## config.mk

```make
export PLATFORM = sky130hd
export DESIGN_NAME = pc_fetch_sequencer
export DESIGN_NICKNAME = d
export VERILOG_FILES = /design/src/rtl/pc_fetch_sequencer.sv
export SDC_FILE = /design/constraint.sdc
export NUM_CORES = 1
export LEC_CHECK = 0
export BUFFER_PORTS_ARGS = -buffer_cell sky130_fd_sc_hd__clkbuf_2
export CORE_ASPECT_RATIO = 1.1
export CORE_MARGIN = 2
export CORE_UTILIZATION = 47
export DETAILED_ROUTE_END_ITERATION = 6
export HOLD_SLACK_MARGIN = 0.12
export PLACE_DENSITY = 0.75
export RECOVER_POWER = 50
export SYNTH_ARGS = -nofsm -noshare
export SYNTH_HDL_FRONTEND = slang
export SYNTH_SLANG_ARGS = --single-unit
```

## constraint.sdc

```tcl
create_clock -name clk_i -period 4.97 [get_ports clk_i]
set_input_delay 0.994 -clock clk_i [delete_from_list [all_inputs] [get_ports clk_i]]
set_output_delay 0.994 -clock clk_i [all_outputs]
set_load 0.1 [all_outputs]
```

## src/rtl/pc_fetch_sequencer.sv

```systemverilog
// PC owner and instruction fetch sequencer: memory req/ack on one side, decoder valid/ready on the other.
// Optional link register enabled by defining PC_LINK_REG_EN (adds redirect_link_i / link_pc_o).
module pc_fetch_sequencer #(
    parameter int unsigned      WIDTH    = 32,
    parameter logic [WIDTH-1:0] RESET_PC = {WIDTH{1'b0}}
) (
    input  logic             clk_i,
    input  logic             reset_i,
    input  logic             start_i,
    input  logic             halt_i,
    input  logic             redirect_valid_i,
    input  logic [WIDTH-1:0] redirect_pc_i,
    output logic             imem_req_o,
    output logic [WIDTH-1:0] imem_addr_o,
    input  logic             imem_ack_i,
    input  logic [WIDTH-1:0] imem_rdata_i,
    output logic             inst_valid_o,
    output logic [WIDTH-1:0] inst_data_o,
    output logic [WIDTH-1:0] inst_pc_o,
    input  logic             inst_ready_i,
    output logic [WIDTH-1:0] pc_o,
    output logic             busy_o
`ifdef PC_LINK_REG_EN
    ,
    input  logic             redirect_link_i,
    output logic [WIDTH-1:0] link_pc_o
`endif
);

    // state | meaning
    // IDLE  | not fetching; redirects only update pc
    // FETCH | request outstanding for a fetch whose data will be used
    // KILL  | request outstanding whose data is discarded after a redirect
    // ISSUE | instruction presented to the decoder
    typedef enum logic [1:0] {
        S_IDLE  = 2'd0,
        S_FETCH = 2'd1,
        S_KILL  = 2'd2,
        S_ISSUE = 2'd3
    } state_t;

    state_t           state_q, state_d;
    logic [WIDTH-1:0] pc_q, pc_d;
    logic             req_q, req_d;
    logic [WIDTH-1:0] addr_q, addr_d;
    logic             valid_q, valid_d;
    logic [WIDTH-1:0] data_q, data_d;
    logic [WIDTH-1:0] ipc_q, ipc_d;
    logic             busy_q, busy_d;
    logic [WIDTH-1:0] issue_next_pc;
`ifdef PC_LINK_REG_EN
    logic [WIDTH-1:0] link_q, link_d;
`endif

    always_ff @(posedge clk_i) begin
        if (reset_i) begin
            state_q <= S_IDLE;
            pc_q    <= RESET_PC;
            req_q   <= 1'b0;
            addr_q  <= '0;
            valid_q <= 1'b0;
            data_q  <= '0;
            ipc_q   <= '0;
            busy_q  <= 1'b0;
`ifdef PC_LINK_REG_EN
            link_q  <= '0;
`endif
        end else begin
            state_q <= state_d;
            pc_q    <= pc_d;
            req_q   <= req_d;
            addr_q  <= addr_d;
            valid_q <= valid_d;
            data_q  <= data_d;
            ipc_q   <= ipc_d;
            busy_q  <= busy_d;
`ifdef PC_LINK_REG_EN
            link_q  <= link_d;
`endif
        end
    end

    always_comb begin
        state_d = state_q;
        case (state_q)
            S_IDLE:  if (start_i) state_d = S_FETCH;
            S_FETCH: begin
                if (redirect_valid_i && !imem_ack_i) state_d = S_KILL;
                else if (imem_ack_i && !redirect_valid_i) state_d = S_ISSUE;
            end
            S_KILL:  if (imem_ack_i) state_d = S_FETCH;
            S_ISSUE: begin
                if (inst_ready_i || redirect_valid_i) state_d = halt_i ? S_IDLE : S_FETCH;
            end
            default: state_d = S_IDLE;
        endcase
    end

    // A redirect seen in ISSUE always ends the current instruction, consumed or squashed.
    assign issue_next_pc = redirect_valid_i ? redirect_pc_i : pc_q;

    always_comb begin
        pc_d    = pc_q;
        req_d   = req_q;
        addr_d  = addr_q;
        valid_d = valid_q;
        data_d  = data_q;
        ipc_d   = ipc_q;
`ifdef PC_LINK_REG_EN
        link_d  = link_q;
`endif
        case (state_q)
            S_IDLE: begin
                if (redirect_valid_i) pc_d = redirect_pc_i;
                if (start_i) begin
                    req_d  = 1'b1;
                    addr_d = redirect_valid_i ? redirect_pc_i : pc_q;
                end
            end
            S_FETCH: begin
                if (imem_ack_i && !redirect_valid_i) begin
                    data_d  = imem_rdata_i;
                    ipc_d   = addr_q;
                    pc_d    = addr_q + 1'b1;
                    req_d   = 1'b0;
                    valid_d = 1'b1;
                end else if (redirect_valid_i) begin
                    pc_d = redirect_pc_i;
                    if (imem_ack_i) addr_d = redirect_pc_i;
                end
            end
            S_KILL: begin
                if (redirect_valid_i) pc_d = redirect_pc_i;
                if (imem_ack_i) addr_d = redirect_valid_i ? redirect_pc_i : pc_q;
            end
            S_ISSUE: begin
                if (inst_ready_i || redirect_valid_i) begin
                    valid_d = 1'b0;
                    pc_d    = issue_next_pc;
                    if (!halt_i) begin
                        req_d  = 1'b1;
                        addr_d = issue_next_pc;
                    end
                end
`ifdef PC_LINK_REG_EN
                if (redirect_valid_i && redirect_link_i) link_d = ipc_q + 1'b1;
`endif
            end
            default: ;
        endcase
        busy_d = (state_d != S_IDLE);
    end

    assign imem_req_o   = req_q;
    assign imem_addr_o  = addr_q;
    assign inst_valid_o = valid_q;
    assign inst_data_o  = data_q;
    assign inst_pc_o    = ipc_q;
    assign pc_o         = pc_q;
    assign busy_o       = busy_q;
`ifdef PC_LINK_REG_EN
    assign link_pc_o    = link_q;
`endif

endmodule

```

Word-level counts from Yosys, hierarchy flattened
Cells that the tools add are included.
{ "op_classes": {"n_reduce_logical": 14, "n_eq_ne": 11, "n_mux": 27, "add_sub_neg": 1} }
{ "ops": {"columns": ["op", "count"], "rows": [
  ["$mux W32", 10],
  ["$pmux W32 S4", 1],
  ["$pmux W32 S3", 1],
  ["$add A32 B1 Y32 const B", 1],
  ["$ne A2 B2 Y1 const B", 8],
  ["$mux W2", 5],
  ["$pmux W2 S4", 1],
  ["$mux W1", 7],
  ["$reduce_and A7 Y1", 1],
  ["$reduce_and A5 Y1", 1],
  ["$eq A2 B2 Y1 const B", 2],
  ["$reduce_bool A2 Y1", 2],
  ["$pmux W1 S3", 1],
  ["$reduce_and A3 Y1", 1],
  ["$reduce_bool A3 Y1", 1],
  ["$eq A2 B1 Y1 const B", 1],
  ["$logic_and A1 B1 Y1", 2],
  ["$logic_not A1 Y1", 2],
  ["$logic_not A2 Y1", 1],
  ["$pmux W1 S2", 1],
  ["$reduce_and A2 Y1", 1],
  ["$reduce_or A2 Y1", 1],
  ["$logic_or A1 B1 Y1", 1]
]} }
{ "word_totals": {"word_cells": 61, "ff_bits": 133, "input_bits": 71, "out_inout_bits": 131} }

Depth between registers and ports, before layout
Gate-level depths: netlist of run 1.
{ "logic_depth": {"ltp_word": 6, "mapped_depth": 9, "depth_no_buf": 7} }

Worst setup path before layout of run 1
OpenSTA, ideal clock, no wires.
{ "synth_path": {"kind": "register to register", "from": "register addr_q[9], in the netlist imem_addr_o[9]", "to": "register pc_q[30], in the netlist pc_o[30]", "period_less_slack_ps": 2784, "path_buffers": 2, "arrival_time_ps": 2704, "required_time_ps": 4890, "stages_incl_launch_ff": 8, "setup_slack_ps": 2186, "setup_ps": 80, "cell_sequence": "dfxtp_1 -> nand4_2 -> or4_1 -> buf_2 -> buf_6 -> nor4_2 -> xnor2_1 -> a211oi_2"} }
{ "synth_between": {"elab_chain_len": 3} }
{ "synth_lines": {"columns": ["element", "line_no", "rtl"], "rows": [
  ["from (decl)", "45", "logic [WIDTH-1:0] addr_q, addr_d;"],
  ["from (signal assigned)", "72", "addr_q <= addr_d;"],
  ["$add A32 B1 Y32", "124", "pc_d = addr_q + 1'b1;"],
  ["$mux W32", "121", "if (imem_ack_i && !redirect_valid_i) begin"],
  ["$pmux W32 S3", "112", "case (state_q)"],
  ["to (signal assigned)", "70", "pc_q <= pc_d;"],
  ["to (decl)", "43", "logic [WIDTH-1:0] pc_q, pc_d;"]
]} }
Every way passes these cells.
A chain may end at the register's enable or synchronous reset.

Worst setup path after layout of run 1
{ "layout_path": {"from": "input port redirect_valid_i", "to": "register addr_q[2], in the netlist imem_addr_o[2]"} }
{ "layout_between": {"elab_chain_len": 4, "word_cells_on_any_way": 13, "cone_classes": "3 x eq/ne; 6 x mux; 4 x reduce/logical"} }
{ "layout_lines": {"columns": ["element", "line_no", "rtl"], "rows": [
  ["from (decl)", "11", "input logic redirect_valid_i,"],
  ["$mux W32 or $logic_not A1 Y1 (tied branches)", null, null],
  ["$mux W32 or $logic_and A1 B1 Y1 (tied branches)", "140, 121", null],
  ["$mux W32 or $ne A2 B2 Y1 (tied branches)", null, null],
  ["$pmux W32 S4 or $reduce_and A7 Y1 (tied branches)", null, null]
]} }
Parallel ways exist; a longest one is shown, timed or not. The select of a mux whose other input is x is not followed.

==> metrics.md, run 1 <==
| Metric | Value |
|---|---|
| Outcome | `completed` |
| IO Port Bufs | `201` |
| # hold bufs at CTS | `0` |
| Largest net degree at the start of global routing | `80` |
| Top Metal Used | `met4` |
| Largest cells by area after synthesis | `dfxtp_1 (45%), nand2_1 (12%), a21oi_1 (7.0%)` |
| Initial antenna violation count | `0` |
| Diodes inserted | `0` |
| Top cell type's share of synthesized area | `44.5%` |
| Commonest non-fill, non-tap cell in the layout | `nand2_1` |
| Htree depth | `4` |
| Chip height | `122 um` |
| Post-Synthesis Mean Instance Area | `7.73 sq um` |
| Placer Congestion | `0.816` |
| Total power | `3.45 mW` |
| Clock network power share | `34.3%` |
| Peak Freq | `297 MHz` |
| Iteration-0 DRC count of the detailed router | `388` |
| Synth cell types | `47` |
| Sw power | `1.38 mW` |
| Share of synthesized registers carrying an async set or reset | `0%` |
| Layout Area Growth over Synthesis | `23.4%` |
| First-pass GRT wire length | `27.6 mm` |
| Placed Cells | `1073` |
| Sw Share | `40.1%` |
| First-pass DRT Iterations | `5` |
| ANT nets after route | `0` |
| Peak VDD IR | `0.256 mV` |
| Non-Filler Instances | `1102` |
| Final setup TNS | `0 ns` |
| RSZ-0062 raised after global routing | `no` |
| Post-synthesis cell count | `774` |
| Met2 routed wirelength | `8.39 mm` |
| Drt wl/cell | `15.9 um` |
| Worst-path clk slew | `0.06 ns` |
| Final setup margin | `1.60 ns` |
| Comb pwr share | `29.0%` |
| Cts repair resizes | `0` |
| CP Cell Sequence | `clkbuf_2 -> inv_1 -> a21oi_1 -> o21a_2 -> nor2_1 -> a311oi_1` |
| Clock Skews | `0.00725 ns` |
| CTS buffer count | `17` |
| Tcrit/Tclk final | `67.9%` |
| Post-synth top flop | `dfxtp_1` |
| Yosys reg bits | `133` |
| Die W | `112 um` |
| Final Hold Viols | `0` |
| Yosys warnings | `0` |
| Slew Limit Headroom | `13.2%` |
| Met1 wire length | `7.60 mm` |
| Worst hold path class | `reg2reg` |
| Post-synth EDFFs | `0` |
| CORE AREA | `12500 sq um` |
| Worst-skew pair later-pin latency | `0.42 ns` |
| Post-route cell area | `7390 sq um` |
| Clk buf depth | `2` |
| Internal power | `2.07 mW` |
| Slowest-stage cell, CP | `o21a_2` |
| Critical Path RT | `5.29 ns` |
| Max stage delay on crit path | `0.92 ns` |
| Residual DRC | `0` |
| Post-synth top area cell | `dfxtp_1` |
| Total vias in the final route | `6017` |
| Post-layout util | `58.9%` |
| # rows | `43` |
| Max_cap viols | `0` |
| Pwr Density | `467 nW/um^2` |
| Post-CTS setup buffers | `0` |
| Startpoint types | `primary input` |
| Critical path type | `in2reg` |
| Vias in the first global route | `5445` |
| GRT overflow | `0` |
| Nets@finish | `1013` |
| GRT Overall Usage | `25.3%` |
| CP arrival | `3.69 ns` |
| Min Hold Slack | `0.450 ns` |
| Flop pwr share | `36.7%` |
| Syn_nets | `852` |
| Crit end category | `register` |
| Post-Syn Area | `5980 sq um` |
| Initial core utilization | `47.7%` |
| Final Max Slew Viols | `0` |
| Final setup fails | `0` |
| Vias per std cell | `5.46` |
| Clk sinks | `133` |
| Final WL | `17.5 mm` |
| Seq/Total Area, Yosys | `44.5%` |
| Cell Area, Placed | `7000 sq um` |
| Worst Tran Pin Value | `1.30 ns` |
| Largest fanout on the critical path | `59` |
| Min Tclk post-route | `3.37 ns` |
| Total die area | `13600 sq um` |
| Commonest non-fill, non-tap cells in the layout | `nand2_1 (188), clkbuf_1 (134), dfxtp_1 (133), a21oi_1 (84), clkbuf_2 (70)` |
| CTS Root Cell | `clkbuf_16` |
| Layout cells sized above 1 | `12.5%` |
| Routed wl met3 | `1.03 mm` |
| CTS tree | `done` |
| Ports | `202` |
| DP HPWL | `11.8 mm` |
| Static Leak | `2.68 nW` |
| Place WS | `1.23 ns` |
[cell families (layout without fill, tap and decap cells)]
| group | Yosys count | in the layout | share of synthesized area, % |
|---|---|---|---|
| compound gates | 212 | 212 | 21.7 |
| xor+xnor | 26 | 26 | 3.81 |
| fa+ha+maj | 7 | 7 | 1.46 |
| buf+inv | 79 | 250 | 5.23 |
| flops | 133 | 133 | 44.5 |
| mux | 13 | 13 | 2.17 |
| simple gates | 304 | 304 | 21.2 |
[metal layers]
metal,vias to the layer above,track usage [%]
met4,0,11.5
met2,186,41.3
li1,2991,-
met3,32,6.17
met5,-,0
met1,2808,31.8
[power by group through the flow]
| stage | Clock, mW | Sequential, mW | Combinational, mW |
|---|---|---|---|
| 2_1_floorplan | 0 | 1.83 | 0.280 |
| 3_3_place_gp | 0 | 1.29 | 1.01 |
| 3_5_place_dp | 0 | 1.29 | 1.02 |
| 4_1_cts | 1.20 | 1.26 | 1.02 |
| 5_1_grt | 1.25 | 1.28 | 1.06 |
| 6_report | 1.18 | 1.27 | 1.00 |
[registers in the layout, indices dropped and copies added (netlist names)]
name and cells:
state_q 2, inst_data_o 32, inst_pc_o 32, inst_valid_o 1
busy_o 1, imem_addr_o 32, pc_o 32, imem_req_o 1
[worst paths after layout]
check / from / endpoint / slack, ns / cells past startpoint
min reg2reg: inst_pc_o[7] / inst_pc_o[7] / 0.45 / 2
max reg2reg: state_q[1] / inst_pc_o[26] / 1.82 / 7
min: inst_pc_o[7] / inst_pc_o[7] / 0.45 / 2
max: redirect_valid_i / imem_addr_o[2] / 1.60 / 6
[critical path, delay by kind of cell]
kind                   cells  cell delay, ns
AOI/OAI and AO/OA          3            1.46
buffers and inverters      2            1.12
and+or+nand+nor            1            0.10
[final cells by class]
| class | count | area, sq um |
|---|---|---|
| clock buffers | 26 | 509 |
| inverters | 13 | 48.8 |
| flip-flops and latches | 133 | 2660 |
| fillers | 1293 | 5150 |
| clock inverters | 3 | 43.8 |
| well taps | 157 | 196 |
| multi-input cells | 562 | 3030 |
| repair buffers | 208 | 898 |
[cell usage after synthesis, drive strengths merged (9+ instances only)]
master and n:
nor4 9, dfxtp 133, o21ai 54, nand2 188
mux2i 13, nor3 9, a211oi 15, clkbuf 56
nor2 66, inv 13, a311oi 27, a21oi 84
xnor2 20, buf 10
Note: power is estimated with default switching activity, not from simulation.
==> run 2, diff against run 1 <==
clock period = 3.3 ns   (was 4.97 ns; I/O delays follow)
==> run 2 against run 1 <==
  * Sequential power increased by 50%
  * Non-clock buffer count increased by 6
  * Clock power increased by 51%
  * Critical path depth decreased by 1
  * Design area increased by 1.3%
  * Largest cell class unchanged
==> metrics.md, run 2 (same netlist as run 1, synthesis figures left out) <==
| Metric | Value |
|---|---|
| Residual DRC | `0` |
| Chip height | `122 um` |
| Final setup TNS | `0 ns` |
| First-pass GRT wire length | `27.4 mm` |
| # rows | `43` |
| Htree depth | `4` |
| GRT overflow | `0` |
| ANT nets after route | `0` |
| Largest net degree at the start of global routing | `65` |
| Critical Path RT | `3.61 ns` |
| Max_cap viols | `0` |
| Clk buf depth | `2` |
| Tcrit/Tclk final | `75.6%` |
| Vias in the first global route | `5393` |
| Comb pwr share | `29.3%` |
| Clk sinks | `133` |
| Clock network power share | `34.2%` |
| Iteration-0 DRC count of the detailed router | `479` |
| Post-route cell area | `7480 sq um` |
| Cts repair resizes | `0` |
| Worst-path clk slew | `0.06 ns` |
| Vias per std cell | `5.46` |
| Commonest non-fill, non-tap cell in the layout | `nand2_1` |
| IO Port Bufs | `201` |
| Layout cells sized above 1 | `14.5%` |
| Drt wl/cell | `15.8 um` |
| Diodes inserted | `0` |
| Min Hold Slack | `0.450 ns` |
| Filler instances | `1257` |
| Final Hold Viols | `0` |
| Nets@finish | `1019` |
| Critical path type | `reg2reg` |
| Initial core utilization | `47.7%` |
| Worst-skew pair later-pin latency | `0.42 ns` |
| CTS Root Cell | `clkbuf_16` |
| DP HPWL | `12.0 mm` |
| Cell Area, Placed | `7080 sq um` |
| Die W | `112 um` |
| Initial antenna violation count | `0` |
| Crit end category | `register` |
| CORE AREA | `12500 sq um` |
| Internal power | `3.08 mW` |
| Layout Area Growth over Synthesis | `25.1%` |
| Peak Freq | `401 MHz` |
| RSZ-0062 raised after global routing | `no` |
| Placer Congestion | `0.806` |
| Area of the multi-input gates | `3030 sq um` |
| Total vias in the final route | `6063` |
| Sw Share | `41.0%` |
| Outcome | `completed` |
| Clock Skews | `0.00992 ns` |
| Largest fanout on the critical path | `14` |
| Slew Limit Headroom | `17.3%` |
| Pwr Density | `697 nW/um^2` |
| Static Leak | `2.74 nW` |
| Worst Tran Pin Value | `1.25 ns` |
| First-pass DRT Iterations | `5` |
| Register Area | `2660 sq um` |
| GRT Overall Usage | `24.8%` |
| Ports | `202` |
| Commonest non-fill, non-tap cells in the layout | `nand2_1 (188), dfxtp_1 (133), clkbuf_1 (123), a21oi_1 (84), clkbuf_2 (79)` |
| Worst hold path class | `reg2reg` |
| # hold bufs at CTS | `0` |
| CP arrival | `2.80 ns` |
| Final Max Slew Viols | `0` |
| Final setup fails | `0` |
| CTS buffer count | `17` |
| Sw power | `2.14 mW` |
| CTS tree | `done` |
| Flop pwr share | `36.5%` |
| Post-CTS setup buffers | `0` |
| Startpoint types | `register` |
| Total die area | `13600 sq um` |
| Min Tclk post-route | `2.49 ns` |
| Peak VDD IR | `0.433 mV` |
| Final WL | `17.6 mm` |
==> run 2: final timing paths <==
| check | from | to | slack (ns) | depth (start not counted) |
|---|---|---|---|---|
| worst max-delay path | imem_addr_o[9] | pc_o[26] | 0.81 | 5 |
| worst min-delay path | inst_data_o[10] | inst_data_o[10] | 0.45 | 2 |
| worst max register to register | imem_addr_o[9] | pc_o[26] | 0.81 | 5 |
| worst min register to register | inst_data_o[10] | inst_data_o[10] | 0.45 | 2 |
==> run 2: critical path: stages (launching register included) <==
cell     delay (ns)
dfxtp_1        0.52
nand4_2        0.20
or4_1          0.80
nor4_1         0.49
nor3b_1        0.10
a221o_1        0.26
==> run 2: power by group through the flow <==
stage	clock (mW)	combinational, mW	sequential, mW
6_report	1.78	1.53	1.91
5_1_grt	1.87	1.61	1.92
4_1_cts	1.81	1.56	1.91
3_5_place_dp	0	1.55	1.94
3_3_place_gp	0	1.54	1.94
2_1_floorplan	0	0.421	2.75
==> run 2: final cells by class <==
type	instances	share of cell area, %
multi-input combinational	562	40.4
tap	157	2.62
inverter	13	0.652
sequential	133	35.6
clock inverter	12	1.40
timing repair buffer	214	13.2
clock buffer	20	6.10
==> run 2: stage by stage <==
stage | setup slack, ns | cells | utilization [%] | power [mW]
global route | 0.662 | 1111 | 59.7 | 5.41
floorplan | 0.516 | 774 | - | 3.17
detailed placement | 0.622 | 1079 | 56.5 | 3.49
CTS | 0.811 | 1111 | 60.9 | 5.27
global placement | 0.637 | 1079 | 56.5 | 3.48
finish | 0.806 | 1111 | 59.7 | 5.22
==> run 2: layer usage <==
metal / wire [um] / part of all wire (%) / track usage (%) / up-vias
li1: - / - / - / 3008
met1: 7490 / 43 / 30.8 / 2835
met2: 8700 / 50 / 42.4 / 197
met3: 1080 / 6.1 / 7.06 / 23
met4: 283 / 1.6 / 7.64 / 0
met5: 0 / 0 / 0 / -
==> run 3, diff against run 2 <==
clock period = 2.4 ns   (was 3.3 ns; I/O delays follow)
==> run 3 against run 2 <==
  * Die area stayed put
  * Power is 43% higher
  * Cell count is 0.99% higher
  * Largest power group is now clock
  * Sequential share of layout area is 0.64 points lower
  * First-iteration DRC count is 18% lower
==> metrics.md, run 3 (same netlist as run 1, synthesis figures left out) <==
| Metric | Value |
|---|---|
| Largest fanout on the critical path | `11` |
| Crit end category | `register` |
| Max_cap viols | `0` |
| Place WS | `0.192 ns` |
| Nets@finish | `1030` |
| ANT nets after route | `0` |
| Outcome | `completed` |
| Layout Area Growth over Synthesis | `27.9%` |
| Drt wl/cell | `15.9 um` |
| Critical Path RT | `2.71 ns` |
| Largest net degree at the start of global routing | `54` |
| Final Max Slew Viols | `0` |
| GRT Overall Usage | `25.7%` |
| Static Leak | `2.91 nW` |
| M1 GR Usage | `31.8%` |
| Htree depth | `4` |
| Diodes inserted | `0` |
| IO Port Bufs | `201` |
| Cts repair resizes | `0` |
| Tcrit/Tclk final | `92.4%` |
| Total vias in the final route | `6155` |
| Worst hold path class | `in2reg` |
| Slew Limit Headroom | `18.1%` |
| Startpoint types | `register` |
| Commonest non-fill, non-tap cells in the layout | `nand2_1 (188), dfxtp_1 (124), clkbuf_2 (110), clkbuf_1 (98), a21oi_1 (84)` |
| # hold bufs at CTS | `0` |
| Vias per std cell | `5.49` |
| Pwr Density | `973 nW/um^2` |
| Ports | `202` |
| Worst Tran Pin Value | `1.23 ns` |
| Total die area | `13600 sq um` |
| CTS tree | `done` |
| Worst-path clk slew | `0.06 ns` |
| Die W | `112 um` |
| Final setup TNS | `0 ns` |
| CP bufs+invs | `0` |
| Worst-skew pair later-pin latency | `0.42 ns` |
| Residual DRC | `0` |
| Commonest non-fill, non-tap cell in the layout | `nand2_1` |
| Iteration-0 DRC count of the detailed router | `395` |
| Final setup fails | `0` |
| Post-CTS setup buffers | `0` |
| Clk sinks | `133` |
| Vias in the first global route | `5582` |
| First-pass GRT wire length | `28.1 mm` |
| Filler instances | `1225` |
| Clock Skews | `0.00797 ns` |
| Delay-heaviest family, CP | `simple AND/OR/NAND/NOR gates` |
| Peak VDD IR | `0.590 mV` |
| CP Cell Sequence | `ha_1 -> nand4_1 -> or2_2 -> nor4_1 -> nor3b_1 -> a221o_1` |
| First-pass DRT Iterations | `5` |
| Max stage delay on crit path | `0.48 ns` |
| Initial antenna violation count | `0` |
| Met3 Use GR | `6.37%` |
| Busiest grt layer | `met2` |
| Critical path type | `reg2reg` |
| GRT overflow | `0` |
| CTS Root Cell | `clkbuf_16` |
| Placer Congestion | `0.831` |
| Initial core utilization | `47.7%` |
| Layout cells sized above 1 | `18.9%` |
| Final WL | `17.8 mm` |
| Peak Freq | `451 MHz` |
| Clk buf depth | `2` |
| Min Tclk post-route | `2.22 ns` |
| Met2 Track Usage GR | `44.2%` |
| Final Hold Viols | `0` |
| DP HPWL | `12.2 mm` |
| Final setup margin | `0.182 ns` |
| CORE AREA | `12500 sq um` |
| Post-layout util | `61.1%` |
| Chip height | `122 um` |
| # rows | `43` |
| CTS buffer count | `17` |
| RSZ-0062 raised after global routing | `no` |
| CP arrival | `2.53 ns` |
| Slowest-stage cell, CP | `or2_2` |
[run 3: worst paths after layout]
kind,depth (start not counted),end,startpoint,slack (ns)
hold reg to reg,2,inst_pc_o[18],inst_pc_o[18],0.45
hold / removal,3,inst_data_o[6],imem_rdata_i[6],0.28
setup reg to reg,6,pc_o[26],imem_addr_o[1],0.18
setup / recovery,6,pc_o[26],imem_addr_o[1],0.18
[run 3: layout make-up]
| type | instances | area [sq um] | share of cell area [%] |
|---|---|---|---|
| multi-input cells | 562 | 3020 | 39.5 |
| flip-flops and latches | 133 | 2670 | 34.9 |
| repair buffers | 225 | 1110 | 14.5 |
| clock buffers | 23 | 478 | 6.24 |
| well taps | 157 | 196 | 2.57 |
| clock inverters | 9 | 125 | 1.63 |
| inverters | 13 | 48.8 | 0.638 |
[run 3: worst min-delay path: cells and delay by family]
family,cells,cell delay [ns]
buf+inv,1,0.08
simple gates,1,0.04
compound gates,1,0.05
[run 3: where the power goes]
part	switching [mW]	internal (mW)
clock	0.948	1.71
sequential	0.222	2.39
combinational	1.76	0.424
[run 3: routing by layer]
metal  up-vias  wire (um)  share of wire [%]
met4         0        335                1.9
li1       3025          -                  -
met5         -          0                  0
met3        26       1170                6.5
met1      2885       7480                 42
met2       219       8860                 50
[run 3: metrics by stage]
step / cell area, sq um / power, mW / hold WS [ns] / instances
after detailed placement: 7210 / 4.87 / 0.445 / 1090
final: 7650 / 7.45 / 0.281 / 1122
after floorplan: 6010 / 4.37 / 0.551 / 774
after global routing: 7650 / 7.73 / 0.274 / 1122
after CTS: 7810 / 7.52 / 0.262 / 1122
after global placement: 7210 / 4.84 / 0.441 / 1090
